<file path="src/rtl/imem_boot_loader_pkg.sv">
// Shared types and constants for the UART instruction-memory boot loader.
package imem_boot_loader_pkg;

  typedef enum logic [2:0] {
    StSync,
    StLenLo,
    StLenHi,
    StData,
    StCsum,
    StRun,
    StErr
  } boot_state_t;

  localparam logic [7:0] SYNC_BYTE = 8'hA5;

  // States in which the inter-byte timeout is armed.
  function automatic logic in_frame(input boot_state_t s);
    return (s == StLenLo) || (s == StLenHi) || (s == StData) || (s == StCsum);
  endfunction

endpackage

</file>
<file path="src/rtl/imem_boot_loader.sv">
// Receives a framed, checksummed image over UART, writes it into instruction memory
// and holds the core stalled until the image is verified.
module imem_boot_loader
  import imem_boot_loader_pkg::*;
#(
  parameter int unsigned BUS_WIDTH = 32,
  parameter int unsigned DEPTH     = 4096,
  parameter int unsigned TIMEOUT   = 1_000_000
) (
  input  logic                 clk,
  input  logic                 rst,
  input  logic                 rx_valid,
  input  logic [7:0]           rx_data,
  input  logic                 boot_req,
  input  logic [BUS_WIDTH-1:0] fetch_addr,
  output logic [BUS_WIDTH-1:0] imem_addr,
  output logic                 mem_we,
  output logic [BUS_WIDTH-1:0] mem_waddr,
  output logic [7:0]           mem_wdata,
  output logic                 core_stall,
  output logic                 load_done,
  output logic                 err
);

  localparam int unsigned TW = (TIMEOUT < 2) ? 1 : $clog2(TIMEOUT);
  localparam logic [TW-1:0] TMO_LAST = TW'(TIMEOUT - 1);

  boot_state_t          state_q, state_d;
  logic [15:0]          len_q, len_d;
  logic [15:0]          count_q, count_d;
  logic [7:0]           sum_q, sum_d;
  logic [TW-1:0]        tmo_q, tmo_d;
  logic                 we_q, we_d;
  logic [BUS_WIDTH-1:0] waddr_q, waddr_d;
  logic [7:0]           wdata_q, wdata_d;
  logic                 done_q, done_d;
  logic                 err_q, err_d;
  logic [15:0]          len_full;

  assign len_full = {rx_data, len_q[7:0]};

  always_ff @(posedge clk) begin
    if (rst) begin
      state_q <= StSync;
      len_q   <= '0;
      count_q <= '0;
      sum_q   <= '0;
      tmo_q   <= '0;
      we_q    <= 1'b0;
      waddr_q <= '0;
      wdata_q <= '0;
      done_q  <= 1'b0;
      err_q   <= 1'b0;
    end else begin
      state_q <= state_d;
      len_q   <= len_d;
      count_q <= count_d;
      sum_q   <= sum_d;
      tmo_q   <= tmo_d;
      we_q    <= we_d;
      waddr_q <= waddr_d;
      wdata_q <= wdata_d;
      done_q  <= done_d;
      err_q   <= err_d;
    end
  end

  always_comb begin
    state_d = state_q;
    len_d   = len_q;
    count_d = count_q;
    sum_d   = sum_q;
    tmo_d   = '0;
    we_d    = 1'b0;
    waddr_d = waddr_q;
    wdata_d = wdata_q;
    done_d  = 1'b0;
    err_d   = err_q;

    unique case (state_q)
      StSync: begin
        if (rx_valid && rx_data == SYNC_BYTE) begin
          state_d = StLenLo;
          count_d = '0;
          sum_d   = '0;
        end
      end
      StLenLo: begin
        if (rx_valid) begin
          len_d[7:0] = rx_data;
          state_d    = StLenHi;
        end
      end
      StLenHi: begin
        if (rx_valid) begin
          len_d = len_full;
          if (32'(len_full) > DEPTH) begin
            state_d = StErr;
            err_d   = 1'b1;
          end else if (len_full == 16'd0) begin
            state_d = StCsum;
          end else begin
            state_d = StData;
          end
        end
      end
      StData: begin
        if (rx_valid) begin
          we_d    = 1'b1;
          waddr_d = BUS_WIDTH'(count_q);
          wdata_d = rx_data;
          count_d = count_q + 16'd1;
          sum_d   = sum_q + rx_data;
          if (count_q + 16'd1 == len_q) state_d = StCsum;
        end
      end
      StCsum: begin
        if (rx_valid) begin
          if (rx_data == sum_q) begin
            state_d = StRun;
            done_d  = 1'b1;
          end else begin
            state_d = StErr;
            err_d   = 1'b1;
          end
        end
      end
      StRun: begin
        // boot_req has priority; any byte strobed alongside it is dropped
        if (boot_req) begin
          state_d = StSync;
          count_d = '0;
          sum_d   = '0;
        end
      end
      StErr: begin
        if (rx_valid && rx_data == SYNC_BYTE) begin
          state_d = StLenLo;
          err_d   = 1'b0;
          count_d = '0;
          sum_d   = '0;
        end
      end
      default: state_d = StSync;
    endcase

    // Inter-byte watchdog; writes already issued stay in memory
    if (in_frame(state_q) && !rx_valid) begin
      if (tmo_q == TMO_LAST) begin
        state_d = StErr;
        err_d   = 1'b1;
      end else begin
        tmo_d = tmo_q + 1'b1;
      end
    end
  end

  assign core_stall = (state_q != StRun);
  assign mem_we     = we_q;
  assign mem_waddr  = waddr_q;
  assign mem_wdata  = wdata_q;
  assign load_done  = done_q;
  assign err        = err_q;
  assign imem_addr  = core_stall ? waddr_q : fetch_addr;

endmodule

</file>
<file path="config.mk">
export PLATFORM = sky130hd
export DESIGN_NAME = imem_boot_loader
export DESIGN_NICKNAME = d
export VERILOG_FILES = /design/src/rtl/imem_boot_loader_pkg.sv /design/src/rtl/imem_boot_loader.sv
export SDC_FILE = /design/constraint.sdc
export NUM_CORES = 1
export LEC_CHECK = 0
export BUFFER_PORTS_ARGS = -buffer_cell sky130_fd_sc_hd__buf_4
export CAP_MARGIN = 10
export CORE_UTILIZATION = 54
export DETAILED_ROUTE_END_ITERATION = 7
export GPL_TIMING_DRIVEN = 1
export PLACE_DENSITY_LB_ADDON = 0.12
export SLEW_MARGIN = 15
export SYNTH_ARGS = -nofsm -noshare
export SYNTH_HDL_FRONTEND = slang
export SYNTH_SLANG_ARGS = --single-unit
</file>
<file path="constraint.sdc">
create_clock -name clk -period 3 [get_ports clk]
set_clock_uncertainty 0.15 [all_clocks]
set_input_delay 0.3 -clock clk [delete_from_list [all_inputs] [get_ports clk]]
set_output_delay 0.3 -clock clk [all_outputs]
set_load 0.02 [all_outputs]
</file>
==> results.sh, run 1 <==
export IMPL_grt_first_pass_wirelength_um=21100
export IMPL_timing_critical_path_from_type="flop"
export IMPL_detail_route_wl_per_cell_um=14.6
export IMPL_outcome="complete, no violations"
export IMPL_irDropWorstVdd_uv=171
export IMPL_highest_delay_cell_along_the_critical_path="dfxtp_1"
export IMPL_cts_root_to_sink_buffers=2
export IMPL_period_minus_ws_final_ps=2580
export IMPL_ant_nets=0
export IMPL_design_final_nets=813
export IMPL_crit_family="simple AND/OR/NAND/NOR gates"
export IMPL_drcViolationCount=0
export IMPL_io_pin_count=120
export IMPL_die_width_um=99.6
export IMPL_layout_setup_ws_ps=425
export IMPL_postSynthRegisterBits=90
export IMPL_setup_viol=0
export IMPL_crit_fanout=8
export IMPL_synth_top_flop_cell="dfxtp_1"
export IMPL_worst_setup_path_type="flop to flop"
export IMPL_area_leader_netlist="dfxtp_1"
export IMPL_gp_routability_congestion=0.944
export IMPL_grt_use_total_pct=26.8
export IMPL_yosys_cell_count_top_type="nand2_1"
export IMPL_yosys_cell_types_count=64
export IMPL_globalRouteOverflowTotal=0
export IMPL_period_share_pct=85.8
export IMPL_route_met3_wl_um=712
export IMPL_floorplan_initialDensity_pct=55.6
export IMPL_hold_path_class="input pin to flop"
export IMPL_critical_path_buf_inv_count=0
export IMPL_timing_fmax_ghz=0.388
export IMPL_fin_setup_tns_ps=0
export IMPL_netlist_area_mm2=0.00514
export IMPL_cts_hold_buffers_added=0
export IMPL_grt_antenna_before_repair=0
export IMPL_yosys_warnings=0
export IMPL_endpoint_kind="flop"
export IMPL_number_of_drc_markers_in_iteration_0=216
export IMPL_syn_instance_count=678
export IMPL_cts_setup_buffers=0
export IMPL_syn_area_per_cell_um2=7.58
export IMPL_grt_setup_unrepaired="no"
export IMPL_critical_path_arrival_ps=2660
export IMPL_clk_insertion_delay_late_ps=360
export IMPL_post_synthesis_sequential_area_ratio_pct=35.1
export IMPL_placementRows=35
export IMPL_dp_slack_ps=457
export IMPL_dr_pass1_iters=5
export IMPL_layout_drive_gt1_share_pct=19.0
export IMPL_fill_cells=805
export IMPL_synth_top_cells_by_area="dfxtp_1, nand2_1, a21oi_1"
export IMPL_antennaDiodeCount=0
export IMPL_highest_layer="met4"
export IMPL_power_static_leakage_nw=2.52
export IMPL_path_cells="ha_1 > nand3_1 > o21ai_0 > nand4b_1 > or3_4 > nor4_4 > a31oi_1"
export IMPL_numPortBuffers=103
export IMPL_grt_pass1_vias=4299
export IMPL_synth_enable_flop_cells=0
export IMPL_cp_data_required_time_ps=3080
export IMPL_slew_viol_final=0
export IMPL_synth_top_cell_area_share_pct=35.1
export IMPL_cts_root_buf="clkbuf_8"
export IMPL_timing_critical_path_slowest_cell_delay_ps=470
export IMPL_vias_per_cell=5.56
export IMPL_power_density_cell_area_mw_per_mm2=368
export IMPL_cts_repair_resized=0
export IMPL_die_h_um=99.6
export IMPL_maxCapViolations=0
export IMPL_synthArstFlopShare_pct=0
export IMPL_cts_inserted_buffers=9
export IMPL_core_mm2=0.00924
export IMPL_dp_hpwl_um=9500
export IMPL_design_die_area_mm2=0.00991
export IMPL_worst_slew_margin_rel_pct=50.3
export IMPL_hold_viol_final=0
export IMPL_finalPower_mw=2.26
export IMPL_grt_start_max_net_pins=51
export IMPL_areaGrowthSynthToFinish_pct=19.5
export IMPL_dr_wl_met2_um=6350
export IMPL_cts_sink_count=90
export IMPL_wirelength_met1_um=5670
export IMPL_tightest_slew_ps=746
export IMPL_clk_transition_reported_paths_ps=90
export IMPL_yosys_top_cells_count="nand2_1, dfxtp_1, a21oi_1"
export IMPL_drt_wl_total_um=13000
export IMPL_cts_tree="done"
export IMPL_cts_htree_levels=3
export IMPL_detailroute_via_count=4959
export IMPL_final_core_util_pct=66.5
[report_power, final]
part | switching [mW] | leakage [nW] | internal [mW]
clock network | 0.429 | 0.108 | 0.510
logic | 0.0759 | 1.69 | 0.0518
registers | 0.000320 | 0.724 | 1.19
total | 0.505 | 2.52 | 1.76
[metrics by stage]
stage | area [µm²] | instances | hold slack (ps)
finish | 6140 | 892 | 71.5
global route | 6140 | 892 | 77.2
CTS | 6140 | 892 | 59.0
detailed placement | 5920 | 877 | 283
global placement | 5920 | 877 | 274
floorplan | 5200 | 693 | 248
[registers in the layout, summed over array words and instances, names as in the netlist]
name       count
count_q       16
err            1
len_q         16
load_done      1
mem_waddr     16
mem_wdata      8
mem_we         1
state_q        3
sum_q          8
tmo_q         20
[per-layer routing]
layer	global-route usage, %	vias up
met3	3.65	24
met5	0	-
met2	46.3	181
li1	-	2452
met4	9.73	0
met1	34.2	2302
[final timing paths]
check / slack, ps / end / cells after the start / start
setup / recovery: 420 / state_q[0]$_SDFF_PP0_ / 7 / count_q[0]$_SDFFE_PP0P_
hold / removal: 70 / state_q[0]$_SDFF_PP0_ / 2 / rx_valid
setup reg to reg: 420 / state_q[0]$_SDFF_PP0_ / 7 / count_q[0]$_SDFFE_PP0P_
hold reg to reg: 290 / tmo_q[0]$_SDFF_PP0_ / 1 / tmo_q[0]$_SDFF_PP0_
[kinds of logic after synthesis]
family / count (synthesis) / synth area share [%]
AND/OR/NAND/NOR: 324 / 31.3
AO/OA/AOI/OAI: 127 / 14.5
flip-flops: 90 / 35.1
buffers and inverters: 75 / 6.96
XOR/XNOR: 47 / 8.28
adder cells (fa/ha/maj): 10 / 2.58
multiplexers: 4 / 1.27
other: 1 / 0.0730
[final cells by class]
class                           count  area [µm²]  area share [%]
Timing Repair Buffer              114         856            13.9
Clock inverter                      4        75.1            1.22
Inverter                           16        60.1           0.978
Tap cell                          129         161            2.63
Clock buffer                       11         151            2.46
Multi-Input combinational cell    528        3040            49.4
Sequential cell                    90        1800            29.3
[cells in the final DEF (no fill, tap or decap), types with 4 or more instances in the layout]
| cell type | n |
|---|---|
| nand4_1 | 14 |
| ha_1 | 9 |
| nand3b_1 | 4 |
| and3_1 | 21 |
| nand2_1 | 161 |
| nor2_1 | 47 |
| and2_1 | 6 |
| xnor2_1 | 27 |
| nor2b_1 | 4 |
| nor3_1 | 8 |
| conb_1 | 16 |
| nor4_1 | 9 |
| xor2_1 | 19 |
| a21o_1 | 4 |
| buf_4 | 114 |
| a21oi_1 | 58 |
| or3_1 | 6 |
| dfxtp_1 | 90 |
| a31oi_1 | 13 |
| inv_1 | 14 |
| clkbuf_8 | 11 |
| nand4b_1 | 4 |
| o21ai_0 | 26 |
| nand3_1 | 18 |
Power figures use the tool's default switching activity.
==> run 2, diff against run 1 <==
--- a/config.mk
+++ b/config.mk
@@ -5,6 +5,8 @@
 export SDC_FILE = /design/constraint.sdc
 export NUM_CORES = 1
 export LEC_CHECK = 0
+export ABC_AREA = 1
+export ABC_CLOCK_PERIOD_IN_PS = 3000
 export BUFFER_PORTS_ARGS = -buffer_cell sky130_fd_sc_hd__buf_4
 export CAP_MARGIN = 10
 export CORE_UTILIZATION = 54
==> run 2 against run 1 <==
Via count increased by 6.3%. Critical path type is now flop to primary output. Largest power group unchanged. Synthesized cell count increased by 13%. First-iteration DRC count rose by 60%.
==> results.sh, run 2 <==
export IMPL_synth_top_cells_by_area="dfxtp_1, nand2_1, inv_1"
export IMPL_route_met3_wl_um=888
export IMPL_seq_power_share_pct=56.9
export IMPL_cts_setup_buffers=0
export IMPL_critical_path_arrival_ps=2070
export IMPL_clock_power_share_pct=36.7
export IMPL_drcViolationCount=0
export IMPL_number_of_drc_markers_in_iteration_0=346
export IMPL_hold_start="rx_data[7]"
export IMPL_p_switching_mw=0.544
export IMPL_grt_antenna_before_repair=0
export IMPL_antennaDiodeCount=0
export IMPL_io_pin_count=120
export IMPL_placementRows=34
export IMPL_highest_layer="met4"
export IMPL_grt_pass1_vias=4800
export IMPL_grt_start_max_net_pins=45
export IMPL_grt_setup_unrepaired="no"
export IMPL_crit_fanout=21
export IMPL_floorplan_initialDensity_pct=56.8
export IMPL_timing_critical_path_from_type="flop"
export IMPL_cts_root_buf="clkbuf_8"
export IMPL_cts_root_to_sink_buffers=2
export IMPL_yosys_top_cells_count="nand2_1, inv_1, dfxtp_1"
export IMPL_power_density_cell_area_mw_per_mm2=350
export IMPL_layout_cells_most_common="nand2_1"
export IMPL_worstReg2RegStart="count_q[0]$_SDFFE_PP0P_"
export IMPL_area_leader_netlist="dfxtp_1"
export IMPL_synth_top_flop_cell="dfxtp_1"
export IMPL_netlist_area_mm2=0.00505
export IMPL_leading_cell_types_in_the_layout_fill_and_taps_excluded="nand2_1, buf_4, inv_1, dfxtp_1, nor2_1"
export IMPL_outcome="complete, no violations"
export IMPL_fin_worst_hold_slack_ps=82.1
export IMPL_yosys_cell_count_top_type="nand2_1"
export IMPL_synthArstFlopShare_pct=0
export IMPL_fill_cells=807
export IMPL_slew_viol_final=0
export IMPL_cts_inserted_buffers=9
export IMPL_timing_critical_path_slowest_cell_delay_ps=410
export IMPL_layout_drive_gt1_share_pct=17.0
export IMPL_timing_critical_path_from="state_q[1]$_SDFF_PP0_"
export IMPL_worst_setup_path_type="flop to primary output"
export IMPL_synth_enable_flop_cells=0
export IMPL_worst_slew_margin_rel_pct=25.5
export IMPL_cts_tree="done"
export IMPL_hold_viol_final=0
export IMPL_dp_hpwl_um=9370
export IMPL_post_synthesis_sequential_area_ratio_pct=35.7
export IMPL_setup_viol=0
export IMPL_period_share_pct=84.0
export IMPL_yosys_cell_types_count=41
export IMPL_syn_area_per_cell_um2=6.60
export IMPL_timing_fmax_ghz=0.397
export IMPL_cts_hold_buffers_added=0
export IMPL_capture_point_of_the_worst_reg_to_reg_path="state_q[1]$_SDFF_PP0_"
export IMPL_tightest_slew_ps=1120
export IMPL_max_flop_register="tmo_q"
export IMPL_syn_instance_count=765
export IMPL_areaGrowthSynthToFinish_pct=18.9
export IMPL_cts_htree_levels=3
export IMPL_clk_transition_reported_paths_ps=100
export IMPL_design_final_nets=913
export IMPL_largest_register_ff_count=20
export IMPL_drt_wl_total_um=12900
export IMPL_grt_first_pass_wirelength_um=21300
export IMPL_clk_insertion_delay_late_ps=360
export IMPL_synth_top_cell_area_share_pct=35.7
export IMPL_irDropWorstVdd_uv=293
export IMPL_dr_pass1_iters=5
export IMPL_cp_data_required_time_ps=2550
export IMPL_dr_wl_met2_um=5970
export IMPL_detailroute_via_count=5271
export IMPL_internal_power_mw=1.56
export IMPL_gp_routability_congestion=0.933
export IMPL_numPortBuffers=103
export IMPL_switching_share_pct=25.9
export IMPL_min_delay_path_depth=3
export IMPL_highest_delay_cell_along_the_critical_path="dfxtp_1"
export IMPL_wirelength_met1_um=5780
export IMPL_core_mm2=0.00889
export IMPL_design_die_area_mm2=0.00974
export IMPL_grt_use_total_pct=26.6
export IMPL_hold_end="mem_wdata[7]$_SDFFE_PP0P_"
export IMPL_globalRouteOverflowTotal=0
export IMPL_path_cells="nor2_1 > nand2_2 > clkinvlp_4 > nand2_1 > o21ai_0 > buf_4"
export IMPL_p_comb_share_pct=6.4
export IMPL_endpoint_kind="primary output"
export IMPL_maxCapViolations=0
export IMPL_detail_route_wl_per_cell_um=13.3
export IMPL_vias_per_cell=5.42
export IMPL_die_width_um=98.7
export IMPL_reg2reg_slack_ps=620
export IMPL_hold_path_class="input pin to flop"
export IMPL_cts_sink_count=90
export IMPL_power_static_leakage_nw=2.62
export IMPL_fin_setup_tns_ps=0
export IMPL_ff2ff_path_depth=14
export IMPL_yosys_warnings=0
export IMPL_die_h_um=98.7
export IMPL_postSynthRegisterBits=90
export IMPL_period_minus_ws_final_ps=2520
export IMPL_ant_nets=0
run 2: worst max path at each step:
stage                            endpoint  slack [ps]  depth (start not counted)
global route                 imem_addr[1]         260                          6
global placement             imem_addr[0]         530                          7
finish                       imem_addr[9]         480                          6
floorplan           sum_q[6]$_SDFFE_PP0P_         990                         12
detailed placement           imem_addr[9]         370                          7
CTS                          imem_addr[9]          80                          6
run 2: critical path: cells and delay by family, from the launching register on:
family	cells	cell delay, ps
AO/OA/AOI/OAI	1	100
buffers and inverters	2	570
flip-flops	1	410
AND/OR/NAND/NOR	3	640
run 2: logic make-up (layout without fill, tap and decap cells):
logic type | Yosys count | in the layout | synth area share [%]
and+or+nand+nor | 360 | 360 | 31.8
AOI/OAI and AO/OA | 151 | 151 | 16.4
buffers and inverters | 148 | 232 | 12.5
DFF | 90 | 90 | 35.7
adders and majority gates | 10 | 10 | 2.63
xor gates and xnor gates | 5 | 5 | 0.867
other | 1 | 16 | 0.0743
run 2: what timing repair did:
item	in CTS	in global routing
resized for setup	2	1
gates cloned	1	0
setup endpoints to repair	2	16
run 2: cell type report:
| class | instances | area (µm²) | area share, % |
|---|---|---|---|
| clock inverters | 6 | 50.0 | 0.834 |
| well taps | 108 | 135 | 2.25 |
| repair inverters | 1 | 7.51 | 0.125 |
| clock buffers | 10 | 128 | 2.13 |
| repair buffers | 106 | 796 | 13.3 |
| flip-flops and latches | 90 | 1800 | 30.0 |
| inverters | 109 | 413 | 6.88 |
| multi-input cells | 542 | 2670 | 44.5 |
run 2: power groups by stage:
stage               Sequential, mW  Combinational, mW  Clock (mW)
CTS                           1.20              0.132       0.776
floorplan                     1.22             0.0819           0
global route                  1.20              0.146       0.833
detailed placement            1.22              0.132           0
global placement              1.22              0.129           0
finish                        1.20              0.135       0.771
run 2: per-layer routing:
layer / GRT usage, % / vias to the layer above
met3: 4.18 / 34
met1: 33.1 / 2356
met2: 45.9 / 221
li1: - / 2660
met4: 10.7 / 0
met5: 0 / -
run 2: through the flow:
step	worst slack, ps	utilization [%]	std cells	instance area [µm²]	power, mW
3_3_place_gp	530	65.4	955	5810	1.35
4_1_cts	78.8	67.5	972	6000	2.10
6_report	480	67.5	972	6000	2.10
5_1_grt	262	67.5	972	6000	2.17
3_5_place_dp	368	65.4	955	5810	1.36
2_1_floorplan	991	-	780	5110	1.31
==> run 3, diff against run 2 <==
--- a/config.mk
+++ b/config.mk
@@ -6,10 +6,10 @@
 export NUM_CORES = 1
 export LEC_CHECK = 0
 export ABC_AREA = 1
-export ABC_CLOCK_PERIOD_IN_PS = 3000
+export ABC_CLOCK_PERIOD_IN_PS = 2200
 export BUFFER_PORTS_ARGS = -buffer_cell sky130_fd_sc_hd__buf_4
 export CAP_MARGIN = 10
-export CORE_UTILIZATION = 54
+export CORE_UTILIZATION = 49
 export DETAILED_ROUTE_END_ITERATION = 7
 export GPL_TIMING_DRIVEN = 1
 export PLACE_DENSITY_LB_ADDON = 0.12
==> constraint.sdc (replaced) <==
create_clock -name clk -period 2.2 [get_ports clk]
set_clock_uncertainty 0.15 [all_clocks]
set_input_delay 0.22 -clock clk [delete_from_list [all_inputs] [get_ports clk]]
set_output_delay 0.22 -clock clk [all_outputs]
set_load 0.02 [all_outputs]
==> run 3 against run 2 <==
Critical path depth grew 7. Non-clock buffer count grew 22. Hold slack lost 74 ps. Die area grew 10%. Final cell count grew 4.8%. Wire length grew 2.4%. Combinational power grew 45%. Via count grew 0.76%. Worst setup slack lost 400 ps. Flip-flop and latch count is the same. Critical path type is now flop to flop.
==> results.sh, run 3 (synthesis results as in run 2) <==
export IMPL_layout_cells_most_common="nand2_1"
export IMPL_cts_htree_levels=3
export IMPL_endpoint_kind="flop"
export IMPL_drt_wl_total_um=13200
export IMPL_grt_use_total_pct=23.6
export IMPL_fin_setup_tns_ps=0
export IMPL_clk_insertion_delay_late_ps=370
export IMPL_timing_fmax_ghz=0.472
export IMPL_floorplan_initialDensity_pct=51.2
export IMPL_critical_path_arrival_ps=2290
export IMPL_grt_setup_unrepaired="yes"
export IMPL_die_h_um=104
export IMPL_grt_start_max_net_pins=36
export IMPL_design_final_nets=935
export IMPL_io_pin_count=120
export IMPL_dpl_instance_area_mm2=0.00597
export IMPL_irDropWorstVdd_uv=431
export IMPL_leading_cell_types_in_the_layout_fill_and_taps_excluded="nand2_1, buf_4, inv_1, dfxtp_1, nor2_1"
export IMPL_power_static_leakage_nw=2.79
export IMPL_period_share_pct=96.4
export IMPL_drcViolationCount=0
export IMPL_outcome="complete, no violations"
export IMPL_cts_inserted_buffers=9
export IMPL_areaGrowthSynthToFinish_pct=27.0
export IMPL_hold_viol_final=0
export IMPL_largest_register_ff_count=20
export IMPL_cp_data_required_time_ps=2370
export IMPL_antennaDiodeCount=0
export IMPL_final_core_util_pct=65.0
export IMPL_power_density_cell_area_mw_per_mm2=469
export IMPL_vias_per_cell=5.21
export IMPL_detail_route_wl_per_cell_um=13.0
export IMPL_slew_viol_final=0
export IMPL_worst_slew_margin_rel_pct=63.6
export IMPL_finalPower_mw=3.00
export IMPL_ant_nets=0
export IMPL_core_mm2=0.00986
export IMPL_timing_critical_path_from_type="flop"
export IMPL_cts_root_to_sink_buffers=2
export IMPL_dp_hpwl_um=9500
export IMPL_clk_transition_reported_paths_ps=90
export IMPL_tightest_slew_ps=545
export IMPL_die_width_um=104
export IMPL_placementRows=36
export IMPL_period_minus_ws_final_ps=2120
export IMPL_gp_routability_congestion=0.905
export IMPL_hold_path_class="input pin to flop"
export IMPL_numPortBuffers=103
export IMPL_cts_root_buf="clkbuf_8"
export IMPL_max_flop_register="tmo_q"
export IMPL_setup_viol=0
export IMPL_grt_antenna_before_repair=0
export IMPL_detailroute_via_count=5311
export IMPL_worst_setup_path_type="flop to flop"
export IMPL_layout_drive_gt1_share_pct=22.8
export IMPL_number_of_drc_markers_in_iteration_0=247
export IMPL_dr_pass1_iters=6
export IMPL_design_area_mm2=0.00641
export IMPL_design_die_area_mm2=0.0107
export IMPL_crit_fanout=9
export IMPL_grt_pass1_vias=4708
export IMPL_placed_cells_incl_taps=992
export IMPL_cts_sink_count=90
export IMPL_grt_first_pass_wirelength_um=21100
export IMPL_globalRouteOverflowTotal=0
export IMPL_layoutNonFillerInstCount=1019
export IMPL_cts_tree="done"
export IMPL_maxCapViolations=0
-- run 3: cell count changes in the layout (fill, tap and decap cells not counted), sizes merged --
cell	delta
clkinv	+1
dlygate4sd3	+3
nor2	+1
buf	+19
clkbuf	-1
clkinvlp	-2
bufinv	+1
-- run 3: what timing repair did --
item	CTS	global route
resized for setup	2	46
gates cloned	0	1
setup buffers	0	7
endpoints found under the setup margin	17	36
hold buffers	3	0
pin swaps	0	15
hold endpoints to repair	4	0
-- run 3: routing by layer --
| layer | track usage (%) | routed length (µm) | vias up |
|---|---|---|---|
| met2 | 39.7 | 6160 | 220 |
| met4 | 10.1 | 199 | 0 |
| li1 | - | - | 2698 |
| met5 | 0 | 0 | - |
| met1 | 29.8 | 5930 | 2371 |
| met3 | 4.03 | 920 | 22 |
-- run 3: stage by stage --
step           hold slack (ps)  setup WS [ps]
2_1_floorplan              205            208
5_1_grt                   20.0          -78.7
4_1_cts                   8.08           4.40
3_3_place_gp               273           55.3
6_report                  8.17           79.8
3_5_place_dp               281          -74.0
-- run 3: worst max-delay path: stages, from the launching register on --
cell      delay [ps]
dfxtp_2          460
nand2_2          140
nor2_4           240
nand4_1          140
nand3b_1         120
nand2_1           70
nor2_2           130
nand2_1           70
nor2_2           160
buf_4            130
nand3_1           60
nand3_1          100
nand2_1           60
nand2_1           50
-- run 3: power breakdown --
group          total, mW  switching [mW]  internal [mW]
clock               1.18           0.645          0.535
sequential          1.63         0.00116           1.63
combinational      0.196           0.115         0.0804
total               3.00           0.762           2.24
-- run 3: cell type report --
class	instances	area, µm²
repair buffers	128	1020
clock inverters	7	77.6
fillers	875	3450
inverters	109	413
flip-flops and latches	90	1820
well taps	133	166
multi-input cells	543	2800
clock buffers	9	124
-- run 3: path summary, 6_finish.rpt --
| path | from | end | slack [ps] | depth (start not counted) |
|---|---|---|---|---|
| setup / recovery | count_q[2]$_SDFFE_PP0P_ | state_q[2]$_SDFF_PP0_ | 80 | 13 |
| hold / removal | rx_data[6] | mem_wdata[6]$_SDFFE_PP0P_ | 8 | 3 |
| setup reg to reg | count_q[2]$_SDFFE_PP0P_ | state_q[2]$_SDFF_PP0_ | 80 | 13 |
| hold reg to reg | tmo_q[0]$_SDFF_PP0_ | tmo_q[0]$_SDFF_PP0_ | 290 | 1 |
